`config.mk`:
```
export PLATFORM = sky130hd
export DESIGN_NAME = run_sequencer
export DESIGN_NICKNAME = d
export VERILOG_FILES = /design/src/rtl/run_sequencer.sv
export SDC_FILE = /design/constraint.sdc
export NUM_CORES = 1
export LEC_CHECK = 0
export ABC_CLOCK_PERIOD_IN_PS = 3100
export CORE_ASPECT_RATIO = 0.7
export CORE_UTILIZATION = 41
export CTS_BUF_LIST = sky130_fd_sc_hd__clkbuf_8
export DETAILED_ROUTE_END_ITERATION = 6
export GPL_TIMING_DRIVEN = 0
export PLACE_DENSITY_LB_ADDON = 0.05
export SYNTH_ARGS = -nofsm -noshare
export SYNTH_HDL_FRONTEND = slang
export SYNTH_SLANG_ARGS = --single-unit
```
`constraint.sdc`:
```
create_clock -name clk -period 3.1 [get_ports clk]
set_input_delay 0.62 -clock clk [delete_from_list [all_inputs] [get_ports clk]]
set_output_delay 0.62 -clock clk [all_outputs]
set_load 0.02 [all_outputs]
```
`src/rtl/run_sequencer.sv`:
```
// run_sequencer: top-level run controller for the multi-core processor.
// Sequences instruction load, data load, execute and result unload, and
// arbitrates the data-memory port between the UART loader and the cores.
// Adds instruction-memory reuse, an execute watchdog, abort and an error state.
module run_sequencer #(
  parameter int CORE_COUNT     = 3,
  parameter int REG_WIDTH      = 12,
  parameter int DM_ADDR_WIDTH  = 12,
  parameter int CNT_WIDTH      = 26,
  parameter int TIMEOUT_CYCLES = 0,
  parameter int RX_END_LOC     = 7,
  parameter int TX_START_LOC   = 5,
  parameter int TX_END_LOC     = 8
) (
  input  logic                            clk,
  input  logic                            rst,
  input  logic                            start,
  input  logic                            reload_imem,
  input  logic                            abort,
  input  logic                            imem_rx_done,
  input  logic                            dmem_rx_done,
  input  logic                            proc_done,
  input  logic                            dmem_tx_done,
  input  logic [DM_ADDR_WIDTH-1:0]        uart_dm_addr,
  input  logic                            uart_dm_wr_en,
  input  logic [CORE_COUNT*REG_WIDTH-1:0] uart_dm_wdata,
  input  logic [DM_ADDR_WIDTH-1:0]        proc_dm_addr,
  input  logic                            proc_dm_wr_en,
  input  logic [CORE_COUNT*REG_WIDTH-1:0] proc_dm_wdata,
  output logic [DM_ADDR_WIDTH-1:0]        dm_addr,
  output logic                            dm_wr_en,
  output logic [CORE_COUNT*REG_WIDTH-1:0] dm_wdata,
  input  logic                            uart_im_wr_en,
  output logic                            im_wr_en,
  output logic                            im_sel_proc,
  output logic                            proc_start,
  output logic                            dmem_tx_start,
  output logic [REG_WIDTH-1:0]            rx_end_addr,
  output logic [REG_WIDTH-1:0]            tx_start_addr,
  output logic [REG_WIDTH-1:0]            tx_end_addr,
  output logic [2:0]                      state,
  output logic [1:0]                      error_code,
  output logic [CNT_WIDTH-1:0]            cycle_count
);

  typedef enum logic [2:0] {
    IDLE      = 3'd0,
    LOAD_IMEM = 3'd1,
    LOAD_DMEM = 3'd2,
    EXEC      = 3'd3,
    UNLOAD    = 3'd4,
    DONE      = 3'd5,
    ERROR     = 3'd6
  } state_t;

  localparam logic [1:0] ERR_NONE    = 2'd0;
  localparam logic [1:0] ERR_TIMEOUT = 2'd1;
  localparam logic [1:0] ERR_ABORT   = 2'd2;

  localparam logic                 WD_EN   = (TIMEOUT_CYCLES > 0);
  localparam logic [CNT_WIDTH-1:0] WD_LAST = WD_EN ? CNT_WIDTH'(TIMEOUT_CYCLES - 1) : '0;
  localparam logic [CNT_WIDTH-1:0] CNT_MAX = '1;

  localparam logic [DM_ADDR_WIDTH-1:0] RX_END_ADDR   = DM_ADDR_WIDTH'(RX_END_LOC);
  localparam logic [DM_ADDR_WIDTH-1:0] TX_START_ADDR = DM_ADDR_WIDTH'(TX_START_LOC);
  localparam logic [DM_ADDR_WIDTH-1:0] TX_END_ADDR   = DM_ADDR_WIDTH'(TX_END_LOC);

  state_t state_q;
  logic   imem_valid;
  logic   timeout_hit;

  // The watchdog fires on the last allowed EXEC cycle; a disabled watchdog never fires.
  assign timeout_hit = WD_EN && (cycle_count == WD_LAST);

  assign state = state_q;

  // Run-control FSM with registered start pulses, error code and execute cycle counter.
  always_ff @(posedge clk) begin
    if (rst) begin
      state_q       <= IDLE;
      imem_valid    <= 1'b0;
      proc_start    <= 1'b0;
      dmem_tx_start <= 1'b0;
      error_code    <= ERR_NONE;
      cycle_count   <= '0;
    end else begin
      proc_start    <= 1'b0;
      dmem_tx_start <= 1'b0;
      if (state_q == EXEC && cycle_count != CNT_MAX) begin
        cycle_count <= cycle_count + 1'b1;
      end
      case (state_q)
        IDLE, DONE: begin
          if (start) begin
            if (reload_imem || !imem_valid) state_q <= LOAD_IMEM;
            else                            state_q <= LOAD_DMEM;
          end
        end
        LOAD_IMEM: begin
          if (abort) begin
            state_q    <= ERROR;
            error_code <= ERR_ABORT;
          end else if (imem_rx_done) begin
            imem_valid <= 1'b1;
            state_q    <= LOAD_DMEM;
          end
        end
        LOAD_DMEM: begin
          if (abort) begin
            state_q    <= ERROR;
            error_code <= ERR_ABORT;
          end else if (dmem_rx_done) begin
            state_q     <= EXEC;
            proc_start  <= 1'b1;
            cycle_count <= '0;
          end
        end
        EXEC: begin
          if (abort) begin
            state_q    <= ERROR;
            error_code <= ERR_ABORT;
          end else if (proc_done) begin
            state_q       <= UNLOAD;
            dmem_tx_start <= 1'b1;
          end else if (timeout_hit) begin
            state_q    <= ERROR;
            error_code <= ERR_TIMEOUT;
          end
        end
        UNLOAD: begin
          if (abort) begin
            state_q    <= ERROR;
            error_code <= ERR_ABORT;
          end else if (dmem_tx_done) begin
            state_q <= DONE;
          end
        end
        ERROR: begin
          if (start) begin
            state_q    <= IDLE;
            error_code <= ERR_NONE;
          end
        end
        default: state_q <= IDLE;
      endcase
    end
  end

  // Latch the transfer descriptors as the UART writes them into data memory.
  always_ff @(posedge clk) begin
    if (rst) begin
      rx_end_addr   <= '0;
      tx_start_addr <= '0;
      tx_end_addr   <= '0;
    end else if (state_q == LOAD_DMEM && uart_dm_wr_en) begin
      if (uart_dm_addr == RX_END_ADDR)   rx_end_addr   <= uart_dm_wdata[REG_WIDTH-1:0];
      if (uart_dm_addr == TX_START_ADDR) tx_start_addr <= uart_dm_wdata[REG_WIDTH-1:0];
      if (uart_dm_addr == TX_END_ADDR)   tx_end_addr   <= uart_dm_wdata[REG_WIDTH-1:0];
    end
  end

  // Data-memory port owner: UART while loading/unloading, cores while executing, idle otherwise.
  always_comb begin
    dm_addr  = '0;
    dm_wr_en = 1'b0;
    dm_wdata = '0;
    case (state_q)
      LOAD_DMEM, UNLOAD: begin
        dm_addr  = uart_dm_addr;
        dm_wr_en = uart_dm_wr_en;
        dm_wdata = uart_dm_wdata;
      end
      EXEC: begin
        dm_addr  = proc_dm_addr;
        dm_wr_en = proc_dm_wr_en;
        dm_wdata = proc_dm_wdata;
      end
      default: ;
    endcase
  end

  assign im_wr_en    = (state_q == LOAD_IMEM) && uart_im_wr_en;
  assign im_sel_proc = (state_q == EXEC);

endmodule
```
* Word-level counts from Yosys, hierarchy flattened
Index checks and enable logic that the tools add are counted.
** Cells by class
- Add/sub/neg operators :: 1
- Eq/ne operators :: 17
- Multiplexer cells :: 24
- Bitwise operators :: 3
- Reductions and logical operators :: 18
** Operators with widths (number)
- $mux 26 :: 4
- $pmux 36 s2 :: 1
- $mux 3 :: 10
- $add 26x1->26 const B :: 1
- $ne 26x26->1 const B :: 1
- $eq 12x3->1 const B :: 2
- $pmux 12 s2 :: 1
- $pmux 3 s6 :: 1
- $eq 12x4->1 const B :: 1
- $ne 3x3->1 const B :: 4
- $eq 3x3->1 const B :: 3
- $eq 3x2->1 const B :: 2
- $mux 2 :: 3
- $reduce_and 2->1 :: 3
- $reduce_and 3->1 :: 2
- $reduce_and 6->1 :: 1
- $reduce_or 3->1 :: 2
- $ne 2x2->1 const B :: 2
- $pmux 2 s2 :: 1
- $reduce_or 2->1 :: 2
- $reduce_or 4->1 :: 1
- $eq 3x1->1 const B :: 1
- $logic_and 1x1->1 :: 3
- $logic_not 3->1 :: 1
- 7 further kinds :: 10
** Word-level totals
- Bits in registers :: 70
- Bits of input ports :: 108
- Output and inout bits :: 120
- Logic and storage cells :: 72

* Longest topological paths before layout
Gate-level depths: netlist (run 1).
- Depth after elaboration :: 6
- Gate-level depth with buffers :: 9
- Mapped depth without buffers :: 7

* Least setup slack after synthesis (run 1)
Ideal clock, no wire load.
- Kind :: register -> output
- Start point :: register state_q[1], in the netlist state[1]
- End point :: output port dm_addr[1]
- Arrival :: 2014 ps
- Path slack :: 466 ps
- Cell stages (with the launch flop) :: 8
- Path buffers :: 3
- Cells stage by stage :: dfxtp_1 -> buf_4 -> inv_1 -> or2_4 -> clkinv_4 -> clkbuf_1 -> clkbuf_1 -> a22o_1
** On the way
- Elaborated cells on any way between the ends :: 5
** RTL lines
- start: declaration :: RTL line 68 : state_t state_q;
- start signal: assignment :: RTL line 80 : state_q <= IDLE;
- start signal: assignment :: RTL line 95 : if (reload_imem || !imem_valid) state_q <= LOAD_IMEM;
- start signal: assignment :: RTL line 96 : else state_q <= LOAD_DMEM;
- $eq 3x2->1
- via im_sel_proc :: RTL line 35 : output logic im_sel_proc,
- $pmux 12 s2 :: RTL line 167 : case (state_q)
- end: declaration :: RTL line 30 : output logic [DM_ADDR_WIDTH-1:0] dm_addr,
The timed path passes the listed nets, and every way through them passes these cells.

* Worst setup path after layout (run 1)
- Start point :: register state_q[1], in the netlist state[1]
- End point :: output port im_sel_proc
** On the way
- Longest elaborated chain between the ends :: 1
** Ends and longest elaborated chain
- $eq 3x2->1 :: RTL line 183 : assign im_sel_proc = (state_q == EXEC);
- end: declaration :: RTL line 35
Every way passes these cells.

==> impl_metrics.json, run 1 <==
{
  "clk_pin_slew_ns": 0.08,
  "dr.first_iter.drc_count": 288,
  "cts_made_buffers": 9,
  "antenna_found_initial": 0,
  "drive_gt1_share_pct": 6.55,
  "period_minus_slack_ns": 2.95,
  "htreeDepth": 3,
  "rows": 28,
  "wire_per_inst_um": 18.4,
  "fin_cells": 776,
  "initial_core_util_pct": 42.8,
  "fin_crit_sh_pct": 95.2,
  "die_width_um": 115,
  "fp.dieH_um": 80.8,
  "final-setup-viol-count": 0,
  "clock-root-buffer": "clkbuf_8",
  "tightestPinTransition_ns": 0.839,
  "maxCapViolCount": 0,
  "worstSetupEndpointType": "output port",
  "max_slew_margin_pct": 43.6,
  "final_common_cell": "clkdlybuf4s50_1",
  "hold_depth": 2,
  "ant_nets": 0,
  "syn_nets": 525,
  "cp_max_fo": 16,
  "cp.arrival_ns": 2.33,
  "dp_cells": 761,
  "critPathLaunchType": "flip-flop",
  "grt_pass1_wl_mm": 21.1,
  "ys_ff_latch": 69,
  "synth.avg_cell_area_um2": 8.75,
  "cts_tree": "yes",
  "die_area_mm2": 0.00926,
  "filler_cell_count": 630,
  "maxSlewViolCount": 0,
  "route.final.wire_length_mm": 14.3,
  "rrSetupSlack_ns": 0.70,
  "ys.flop_type": "dfxtp_1",
  "firstDrtPassIters": 5,
  "rsz0062_at_grt": "no",
  "powerDensity_mw_per_mm2": 586,
  "hold_violations": 0,
  "drcViolationCount": 0,
  "ioPinCount": 228,
  "postCtsSetupRepairBufs": 0,
  "power_w": 0.00373,
  "outcome": "completed",
  "reg2regPathDepth": 8,
  "first_global_vias": 3931,
  "peakVddDrop_mv": 0.415,
  "most-common-layout-cells": "clkdlybuf4s50_1, dfxtp_1, nor2_1, a22o_1, dlymetal6s2s_1",
  "yosys_warnings": 0,
  "nNetsFinal": 760,
  "hp-class": "reg -> reg",
  "grt_usage_pct": 29.9,
  "synth_cell_type_count": 48,
  "synthToLayoutAreaGrowth_pct": 75.0,
  "syn_area_mm2": 0.00364,
  "cp.required_ns": 2.48,
  "fmaxAchievable_mhz": 339,
  "core_mm2": 0.00851,
  "vias": 4273,
  "clock_latency_ns": 0.34,
  "diodes": 0,
  "p_leak_nw": 3.13,
  "finalClockSkew_ns": 0.0120,
  "clockBufferDepth": 2,
  "syn_inst": 416,
  "post-dp-hpwl_mm": 11.1,
  "async_reset_ff_share_pct": 0,
  "grt_max_degree": 17,
  "yosysSeqAreaShare_pct": 38.0,
  "routabilityCongestion": 0.898,
  "vias_per_cell": 5.51,
  "io_buffers": 225,
  "synth_edf_count": 0,
  "critical_path_class": "reg -> out",
  "clock-sinks": 69,
  "grt_overflow_total": 0
}
## cell usage after synthesis, types with 2 or more instances
library cell / number / area, µm²
and2_1: 2 / 12.5
inv_1: 6 / 22.5
buf_4: 3 / 22.5
xnor2_1: 17 / 149
clkbuf_1: 25 / 93.8
buf_6: 2 / 22.5
nor2b_1: 2 / 12.5
or4b_1: 2 / 20.0
a21oi_1: 15 / 75.1
nor4b_1: 5 / 43.8
a31oi_1: 6 / 37.5
a41o_1: 2 / 20.0
mux2i_1: 38 / 380
a211oi_1: 8 / 60.1
o21ai_0: 4 / 20.0
nor4_1: 4 / 25.0
nand2_1: 19 / 71.3
a22o_1: 50 / 438
nor3_1: 14 / 70.1
nand4_1: 11 / 68.8
nor2_1: 65 / 244
nand2b_1: 3 / 18.8
nor3b_1: 2 / 15.0
dfxtp_1: 69 / 1380
and4_1: 5 / 43.8
and3_1: 4 / 25.0
nand3_1: 12 / 60.1
## layout make-up
cell class,instances,area [µm²],share of cell area [%]
Multi-Input combinational cell,308,2090,32.7
Inverter,7,31.3,0.491
Clock inverter,6,55.1,0.864
Timing Repair Buffer,225,2350,36.9
Tap cell,120,150,2.36
Buffer,31,175,2.75
Sequential cell,69,1380,21.7
Clock buffer,10,138,2.16
## critical path, stage by stage, from the launching register on
cell	delay [ns]
dfxtp_1	0.35
buf_4	0.19
inv_1	0.11
or2_4	0.32
clkinv_4	0.14
clkbuf_4	0.24
clkdlybuf4s50_1	0.62
## per-layer routing
layer | wire, µm | GRT usage (%) | share of wire, %
met5 | 0 | 0 | 0
met4 | 320 | 9.87 | 2.2
met3 | 1170 | 7.01 | 8.2
met2 | 6550 | 49.6 | 46
met1 | 6280 | 38.7 | 44
## stage by stage
step / cell area, µm² / hold slack [ns] / util (%) / TNS (ns) / setup WS [ns]
floorplan: 3640 / 0.438 / - / 0 / 0.466
global placement: 6040 / 0.456 / 71.0 / -9.54 / -0.287
detailed placement: 6040 / 0.466 / 71.0 / -11.74 / -0.328
CTS: 6260 / 0.485 / 73.6 / 0 / 0.00248
global route: 6370 / 0.518 / 74.8 / 0 / 0.0711
finish: 6370 / 0.476 / 74.8 / 0 / 0.149
## logic make-up (layout without fill, tap and decap cells)
logic type,Yosys count,after routing,share of synthesized area [%]
buffers and inverters,39,279,4.95
adders and majority gates,2,2,0.619
DFF,69,69,38.0
other,1,1,0.103
AOI/OAI and AO/OA,90,90,19.0
muxes,39,39,10.8
xor gates and xnor gates,18,18,4.33
and+or+nand+nor,158,158,22.3
## state kept, by name, summed over array words and instances (netlist names)
signal	count
cycle_count	26
dmem_tx_start	1
error_code	1
imem_valid	1
proc_start	1
rx_end_addr	12
state	3
tx_end_addr	12
tx_start_addr	12
## report_power, final
| group | internal, W | switching [W] | leakage [nW] | total, W |
|---|---|---|---|---|
| Sequential | 0.000914 | 0.0000306 | 0.557 | 0.000944 |
| Clock | 0.000385 | 0.000337 | 0.105 | 0.000723 |
| Combinational | 0.000962 | 0.00110 | 2.47 | 0.00206 |
| Total | 0.00226 | 0.00147 | 3.13 | 0.00373 |
## final timing paths
check,startpoint,endpoint
hold reg to reg,imem_valid,imem_valid
setup reg to reg,state[1],cycle_count[11]
setup / recovery,state[1],im_sel_proc
hold / removal,imem_valid,imem_valid
## what timing repair did
| action | CTS | global route |
|---|---|---|
| gates resized for setup | 26 | 44 |
| hold buffers | 0 | 0 |
| endpoints found under the setup margin | 50 | 43 |
| pin swaps | 0 | 0 |
Note: power is estimated with default switching activity, not from simulation.
==> run 2, diff against run 1 <==
--- a/config.mk
+++ b/config.mk
@@ -7,7 +7,7 @@
 export LEC_CHECK = 0
 export ABC_CLOCK_PERIOD_IN_PS = 3100
 export CORE_ASPECT_RATIO = 0.7
-export CORE_UTILIZATION = 41
+export CORE_UTILIZATION = 25
 export CTS_BUF_LIST = sky130_fd_sc_hd__clkbuf_8
 export DETAILED_ROUTE_END_ITERATION = 6
 export GPL_TIMING_DRIVEN = 0
==> run 2 against run 1 <==
  * Core utilization shrank 29 points
  * Via count shrank 4.0%
  * Worst setup slack improved by 0.066 ns
  * Combinational power is 4% lower
  * Critical path type unchanged
  * Highest routed layer unchanged
  * Global-route usage is 10 points lower
  * First-iteration DRC count fell by 27%
  * Critical path depth is 1 higher
  * Clock power rose by 23%
  * Sequential power hardly changed
  * Maximum frequency increased by 2.3%
  * Cell count rose by 9.0%
  * Non-clock buffer count unchanged
==> impl_metrics.json, run 2 (same netlist as run 1, synthesis figures left out) <==
{
  "fin_crit_sh_pct": 93.1,
  "ant_nets": 0,
  "outcome": "completed",
  "post-dp-hpwl_mm": 11.8,
  "crit_chain": "buf_4 > inv_1 > or2_4 > clkinv_4 > clkbuf_4 > a22o_1 > dlygate4sd2_1",
  "combPwrFrac_pct": 51.7,
  "hold_depth": 2,
  "maxCapViolCount": 0,
  "antenna_found_initial": 0,
  "clock-sinks": 69,
  "cts_hold_buf": 0,
  "rr_startpoint": "cycle_count[16]",
  "rows": 36,
  "hold-path-endpoint": "imem_valid",
  "cts_made_buffers": 9,
  "htreeDepth": 3,
  "grt_usage_pct": 19.5,
  "worstSetupEndpointType": "output port",
  "setup_ws_ns": 0.215,
  "cts_tree": "yes",
  "clk_pin_slew_ns": 0.08,
  "nNetsFinal": 760,
  "reg2regPathDepth": 6,
  "clock-root-buffer": "clkbuf_8",
  "cp.required_ns": 2.48,
  "io_buffers": 225,
  "wire_per_inst_um": 17.5,
  "cp_max_fo": 16,
  "peakVddDrop_mv": 0.283,
  "hold_violations": 0,
  "fmaxAchievable_mhz": 347,
  "crit_family": "buffers and inverters",
  "critPathMaxStageDelay_ns": 0.37,
  "vias_per_cell": 4.85,
  "die_area_mm2": 0.0151,
  "grt_overflow_total": 0,
  "diodes": 0,
  "synthToLayoutAreaGrowth_pct": 75.5,
  "filler_cell_count": 1409,
  "rsz0062_at_grt": "no",
  "drive_gt1_share_pct": 6.71,
  "p_switching_w": 0.00149,
  "critical_path_class": "reg -> out",
  "hp-class": "reg -> reg",
  "final_common_cell": "clkdlybuf4s50_1",
  "rrSetupSlack_ns": 0.70,
  "powerDensity_mw_per_mm2": 595,
  "most-common-layout-cells": "clkdlybuf4s50_1, dfxtp_1, nor2_1, a22o_1, dlygate4sd2_1",
  "p_int_w": 0.00231,
  "power_w": 0.00380,
  "firstDrtPassIters": 4,
  "ioPinCount": 228,
  "maxSlewViolCount": 0,
  "clockBufferDepth": 2,
  "largest_reg_flops": 26,
  "grt_pass1_wl_mm": 22.6,
  "pwr-share-clk_pct": 23.4,
  "drcViolationCount": 0,
  "slowest_stage": "dfxtp_1",
  "critPathLaunchType": "flip-flop",
  "crit_buf_inv": 5,
  "max_slew_margin_pct": 38.0,
  "grt_max_degree": 17,
  "period_minus_slack_ns": 2.88,
  "route.final.wire_length_mm": 14.8,
  "core_mm2": 0.0141,
  "post-place-ws_ns": -0.464,
  "switching_share_pct": 39.2,
  "tightestPinTransition_ns": 0.922,
  "rr_endpoint": "cycle_count[6]",
  "p_leak_nw": 2.75,
  "clock_latency_ns": 0.35,
  "initial_core_util_pct": 25.9,
  "vias": 4104,
  "finalClockSkew_ns": 0.0120,
  "min_from": "imem_valid",
  "fp.dieH_um": 103,
  "post-route-util_pct": 45.5,
  "die_width_um": 146,
  "largest-register": "cycle_count",
  "final-setup-viol-count": 0,
  "routabilityCongestion": 0.844,
  "first_global_vias": 3898,
  "seqPwrFrac_pct": 24.9,
  "dr.first_iter.drc_count": 211,
  "cp.arrival_ns": 2.26
}
## run 2: changes by cell type in the layout (fill, tap and decap cells not counted)
| cell | before | now |
|---|---|---|
| buf_4 | 4 | 3 |
| bufinv_16 | 1 | 3 |
| inv_1 | 8 | 7 |
| clkinv_4 | 1 | 2 |
| clkinv_2 | 2 | 1 |
| dlymetal6s2s_1 | 43 | 11 |
| clkdlybuf4s50_1 | 176 | 175 |
| dlygate4sd2_1 | 6 | 39 |
## run 2: cell type report
class / count / area (µm²) / area share, %
plain buffers: 31 / 181 / 2.84
well taps: 190 / 238 / 3.72
inverters: 7 / 31.3 / 0.490
repair buffers: 225 / 2230 / 34.9
clock buffers: 9 / 124 / 1.94
multi-input cells: 308 / 2090 / 32.6
clock inverters: 7 / 115 / 1.80
flip-flops and latches: 69 / 1380 / 21.6
## run 2: timing repair
action	4_1_cts	5_1_grt
gates cloned	0	0
gates resized for setup	60	11
buffers inserted	0	0
pin swaps	0	0
setup endpoints to repair	50	11
## run 2: layer usage
metal / track usage [%] / wire [µm] / share of wire (%) / up-vias
met5: 0 / 0 / 0 / -
met4: 3.85 / 100 / 0.67 / 0
met3: 4.42 / 830 / 5.6 / 13
met2: 30.6 / 6510 / 44 / 174
met1: 27.5 / 7400 / 50 / 1913
li1: - / - / - / 2004
## run 2: power by group through the flow
stage	clock (W)	sequential, W	combinational, W
finish	0.000889	0.000946	0.00197
global route	0.000945	0.000950	0.00210
CTS	0.000915	0.000946	0.00199
detailed placement	0	0.000964	0.00211
global placement	0	0.000965	0.00210
floorplan	0	0.000986	0.00110
## run 2: stage by stage
stage          hold WS, ns  setup TNS [ns]  area [µm²]  instances
4_1_cts              0.494               0        6360        846
3_3_place_gp         0.456          -17.16        6130        831
3_5_place_dp         0.474          -16.91        6130        831
2_1_floorplan        0.438               0        3640        416
6_report             0.490               0        6390        846
5_1_grt              0.517               0        6390        846
## run 2: worst register-to-register path: stages (launching register included)
cell and delay [ns]:
dfxtp_1 0.43, nand3_1 0.16, nor3_1 0.78, clkbuf_1 0.48
a21oi_1 0.18, xnor2_1 0.17, nor2_1 0.06
## run 2: worst max path at each step
stage / startpoint / endpoint / slack, ns / cells after the start
floorplan: state[1] / dm_addr[1] / 0.47 / 7
global placement: state[0] / dm_wdata[0] / -0.43 / 6
detailed placement: state[0] / dm_addr[8] / -0.46 / 6
CTS: state[1] / dm_wdata[35] / 0.000002 / 7
global route: state[1] / dm_wdata[0] / 0.08 / 7
finish: state[1] / dm_addr[11] / 0.22 / 7
==> edit 1, RTL diff (settings of run 2) <==
Add an input register stage for `proc_dm_wdata`, with the module's reset; this delays it by one clock. The other inputs are not delayed to match.
--- a/src/rtl/run_sequencer.sv
+++ b/src/rtl/run_sequencer.sv
@@ -64,6 +64,16 @@
   localparam logic [DM_ADDR_WIDTH-1:0] RX_END_ADDR   = DM_ADDR_WIDTH'(RX_END_LOC);
   localparam logic [DM_ADDR_WIDTH-1:0] TX_START_ADDR = DM_ADDR_WIDTH'(TX_START_LOC);
   localparam logic [DM_ADDR_WIDTH-1:0] TX_END_ADDR   = DM_ADDR_WIDTH'(TX_END_LOC);
+
+  logic [CORE_COUNT*REG_WIDTH-1:0] proc_dm_wdata_q;
+
+  always_ff @(posedge clk) begin
+    if (rst) begin
+      proc_dm_wdata_q <= '0;
+    end else begin
+      proc_dm_wdata_q <= proc_dm_wdata;
+    end
+  end
 
   state_t state_q;
   logic   imem_valid;
@@ -173,7 +183,7 @@
       EXEC: begin
         dm_addr  = proc_dm_addr;
         dm_wr_en = proc_dm_wr_en;
-        dm_wdata = proc_dm_wdata;
+        dm_wdata = proc_dm_wdata_q;
       end
       default: ;
     endcase
Check against the original RTL: not equivalent (Yosys sat finds a counterexample within 4 cycles, from zero or initial values and one cycle with rst high).
==> edit 1 against run 2 <==
Clock skew about the same. Cell area increased by 18%. Count of clock-buffer cells in the layout unchanged. Sequential cell count is 36 higher. Sequential share of layout area rose by 6.3 points. Core utilization decreased by 3.8 points. Non-clock buffer count is 4 higher. Worst setup slack got worse by 3.1 ps. Synthesized area is 27% higher. Routed wire length up 18%. Total power grew 9.7%. Cell count is 15% higher. Via count is 12% higher. Critical endpoint is now im_sel_proc.
==> edit 1: results (changes against run 2) <==
largest net degree at the start of global routing 19 (+2); proportion of synthesized area in mux cells 0.0826 (-0.0250); status finished, final reports clean; Slew headroom 0.311 (-0.0695); leakage 3.41 nW (+24%); fillers 1815 (+29%); RR Endpoint cycle_count[10]; Iteration-0 DRC Markers 255 (+21%); compound-cell area share of the yosys netlist 0.168 (-0.0213); fraction of standard cell area in multi-input logic 0.311 (-0.0155); met2 WL post-DR 8.01 mm (+23%); fmax 346 MHz (-0.11%); DR vias/cell 4.73 (-2.4%); CP max FO 10 (-6); Fin Clk Skew 12.0 ps (-0.0121 ps); Overall Global Routing Usage 0.187 (-0.00820); met1 WL 8.17 mm (+10%); placer congestion estimate 0.879 (+4.1%); Synth area leaders dfxtp_1 (46%), a22o_1 (9.5%), mux2i_1 (8.0%); reg2reg setup slack 610 ps (-90 ps); clk slew on worst S/H paths 100 ps (+20 ps); crit path capture im_sel_proc; register area share after synthesis 0.455 (+0.0755); post-synth cell types 50 (+4.2%); Skew-Pair Late Insertion Delay 390 ps (+40 ps); top cells by count, synth dfxtp_1 (105), nor2_1 (67), a22o_1 (50), nor2b_1 (38), mux2i_1 (37); Post-Synthesis Cells 494 (+19%); Worst path max stage delay 620 ps (+250 ps); ClkCell Share 0.0266 (-0.0108); Logic inverters 5 (-2); GR Util met3 0.0623 (+0.0180); NonClk Buf Share 0.341 (-0.0369); Crit-path slowest cell clkdlybuf4s50_1; vias in the first global route 4385 (+12%)
edit 1: changes by cell type after synthesis, moves of 3 or more:
cell	change
nor3_1	-10
o21ai_0	+5
nor4_1	+3
nand4_1	-3
nand2_1	+4
or3_1	+3
dfxtp_1	+36
nor2b_1	+36
xnor2_1	-3
edit 1: worst min-delay path by stage:
stage / startpoint / to / slack (ps) / cells after the start
after floorplan: imem_valid / imem_valid / 440 / 2
after global placement: imem_valid / imem_valid / 460 / 2
after detailed placement: imem_valid / imem_valid / 460 / 2
after CTS: imem_valid / imem_valid / 480 / 2
after global routing: imem_valid / imem_valid / 530 / 2
final: imem_valid / imem_valid / 480 / 2
edit 1: power by group through the flow:
stage / combinational (mW) / sequential, mW / clock (mW)
after global routing: 1.96 / 1.45 / 0.993
final: 1.83 / 1.44 / 0.902
after floorplan: 0.941 / 1.49 / 0
after detailed placement: 1.86 / 1.47 / 0
after CTS: 1.89 / 1.44 / 0.936
after global placement: 1.86 / 1.47 / 0
==> edit 2, RTL diff (config.mk and constraints of run 2) <==
Without the edit above. Set the parameter `CNT_WIDTH` to 30 (it was 26).
--- a/src/rtl/run_sequencer.sv
+++ b/src/rtl/run_sequencer.sv
@@ -6,7 +6,7 @@
   parameter int CORE_COUNT     = 3,
   parameter int REG_WIDTH      = 12,
   parameter int DM_ADDR_WIDTH  = 12,
-  parameter int CNT_WIDTH      = 26,
+  parameter int CNT_WIDTH      = 30,
   parameter int TIMEOUT_CYCLES = 0,
   parameter int RX_END_LOC     = 7,
   parameter int TX_START_LOC   = 5,
Interface: changed (resized cycle_count); port bits go from 228 to 232. The function was not compared with the original's and may differ.
==> edit 2 against run 2 <==
Routed wire length grew 10%. Register-to-register slack lost 340 ps. Sequential share of layout area grew 0.61 points. Sequential cell count grew 4. Cell area grew 2.8%. Sequential power grew 3.9%. Worst setup slack lost 61 ps. Synthesized area grew 3.7%. Total power shrank 2.7%. Largest power group unchanged. Highest routed layer unchanged.
==> edit 2: results (changes against run 2) <==
status finished, final reports clean; fin nets 816 (+7.4%); DR vias/cell 4.93 (+1.7%); met1 Use GR 0.279 (+0.00423); r2r startpoint state[1]; leakage 2.39 nW (-13%); CP Launch Point state[0]; register area share after synthesis 0.387 (+0.00776); Hold Slack 451 ps (-38.4 ps); GR Util met3 0.0367 (-0.00757); worst reg2reg path depth 7 (+1); Comb. pwr 1.91 mW (-3%); met2 usage in global routing 0.334 (+0.0279); Cell Area, Placed 0.00630 mm^2 (+2.8%); DP Worst Slack -315 ps (+148 ps); reg2reg setup slack 360 ps (-340 ps); DP HPWL 13.0 mm (+11%); Peak VDD IR 0.217 mV (-23%); multi-input combinational cell area 0.00211 mm^2 (+1.4%); cts repair resizes 13 (-78%); top cells by count, synth dfxtp_1 (73), nand2_1 (70), a22o_1 (49), a21oi_1 (46), nor2_1 (29); PortBufs 228 (+1.3%); DR WL/cell 18.0 um (+2.8%); vias in the first global route 4159 (+6.7%); worst slew pin tran 764 ps (-158 ps); Largest register FFs 30 (+15%); first-pass GRT wire length 24.4 mm (+8.0%); met3 WL 1.07 mm (+29%); largest net degree at the start of global routing 15 (-2); Synth area leaders dfxtp_1 (39%), a22o_1 (11%), nand2_1 (7.0%); crit path time final 2950 ps (+61.0 ps); Iteration-0 DRC Markers 268 (+27%); Sw Pwr 1.41 mW (-5.7%); placed insts 891 (+7.2%); met1 WL 7.65 mm (+3.4%); cell-internal power 2.29 mW (-0.80%); Net Count, Synth 577 (+9.9%); Hold Startpoint tx_end_addr[8]; RR Endpoint rx_end_addr[6]; fillers 1501 (+6.5%); met2 WL post-DR 7.55 mm (+16%); layout cells sized above 1 0.0576 (-0.00949); Post-Syn Area per Cell 8.06 um^2 (-7.8%); CP max FO 10 (-6); Vias 4475 (+9.0%)
## edit 2: cell types whose count changed after synthesis, moves of 5 or more
cell / delta
o21ai_0: +14
nor3_1: -7
nor4b_1: -5
a21oi_1: +31
a211oi_1: -5
nor2_1: -36
mux2i_1: -22
nand2_1: +51
xnor2_1: -12
or3_1: +16
or4_1: +6
## edit 2: area by class of cell
type | count | share of cell area
Clock buffer | 10 | 0.0210
Clock inverter | 6 | 0.0114
Sequential cell | 73 | 0.223
Inverter | 11 | 0.00629
Multi-Input combinational cell | 349 | 0.322
Buffer | 35 | 0.0282
Timing Repair Buffer | 228 | 0.351
Tap cell | 195 | 0.0372
## edit 2: cells by family after synthesis
family	synth area share
and+or+nand+nor	0.253
DFF	0.387
muxes	0.0424
xor gates and xnor gates	0.0116
other	0.000994
adders and majority gates	0.00332
AOI/OAI and AO/OA	0.249
buffers and inverters	0.0530
## edit 2: tightest hold or removal path, stage by stage (launching register included)
cell and delay [ps]:
dfxtp_1 310, nand2_1 50, a21oi_1 50
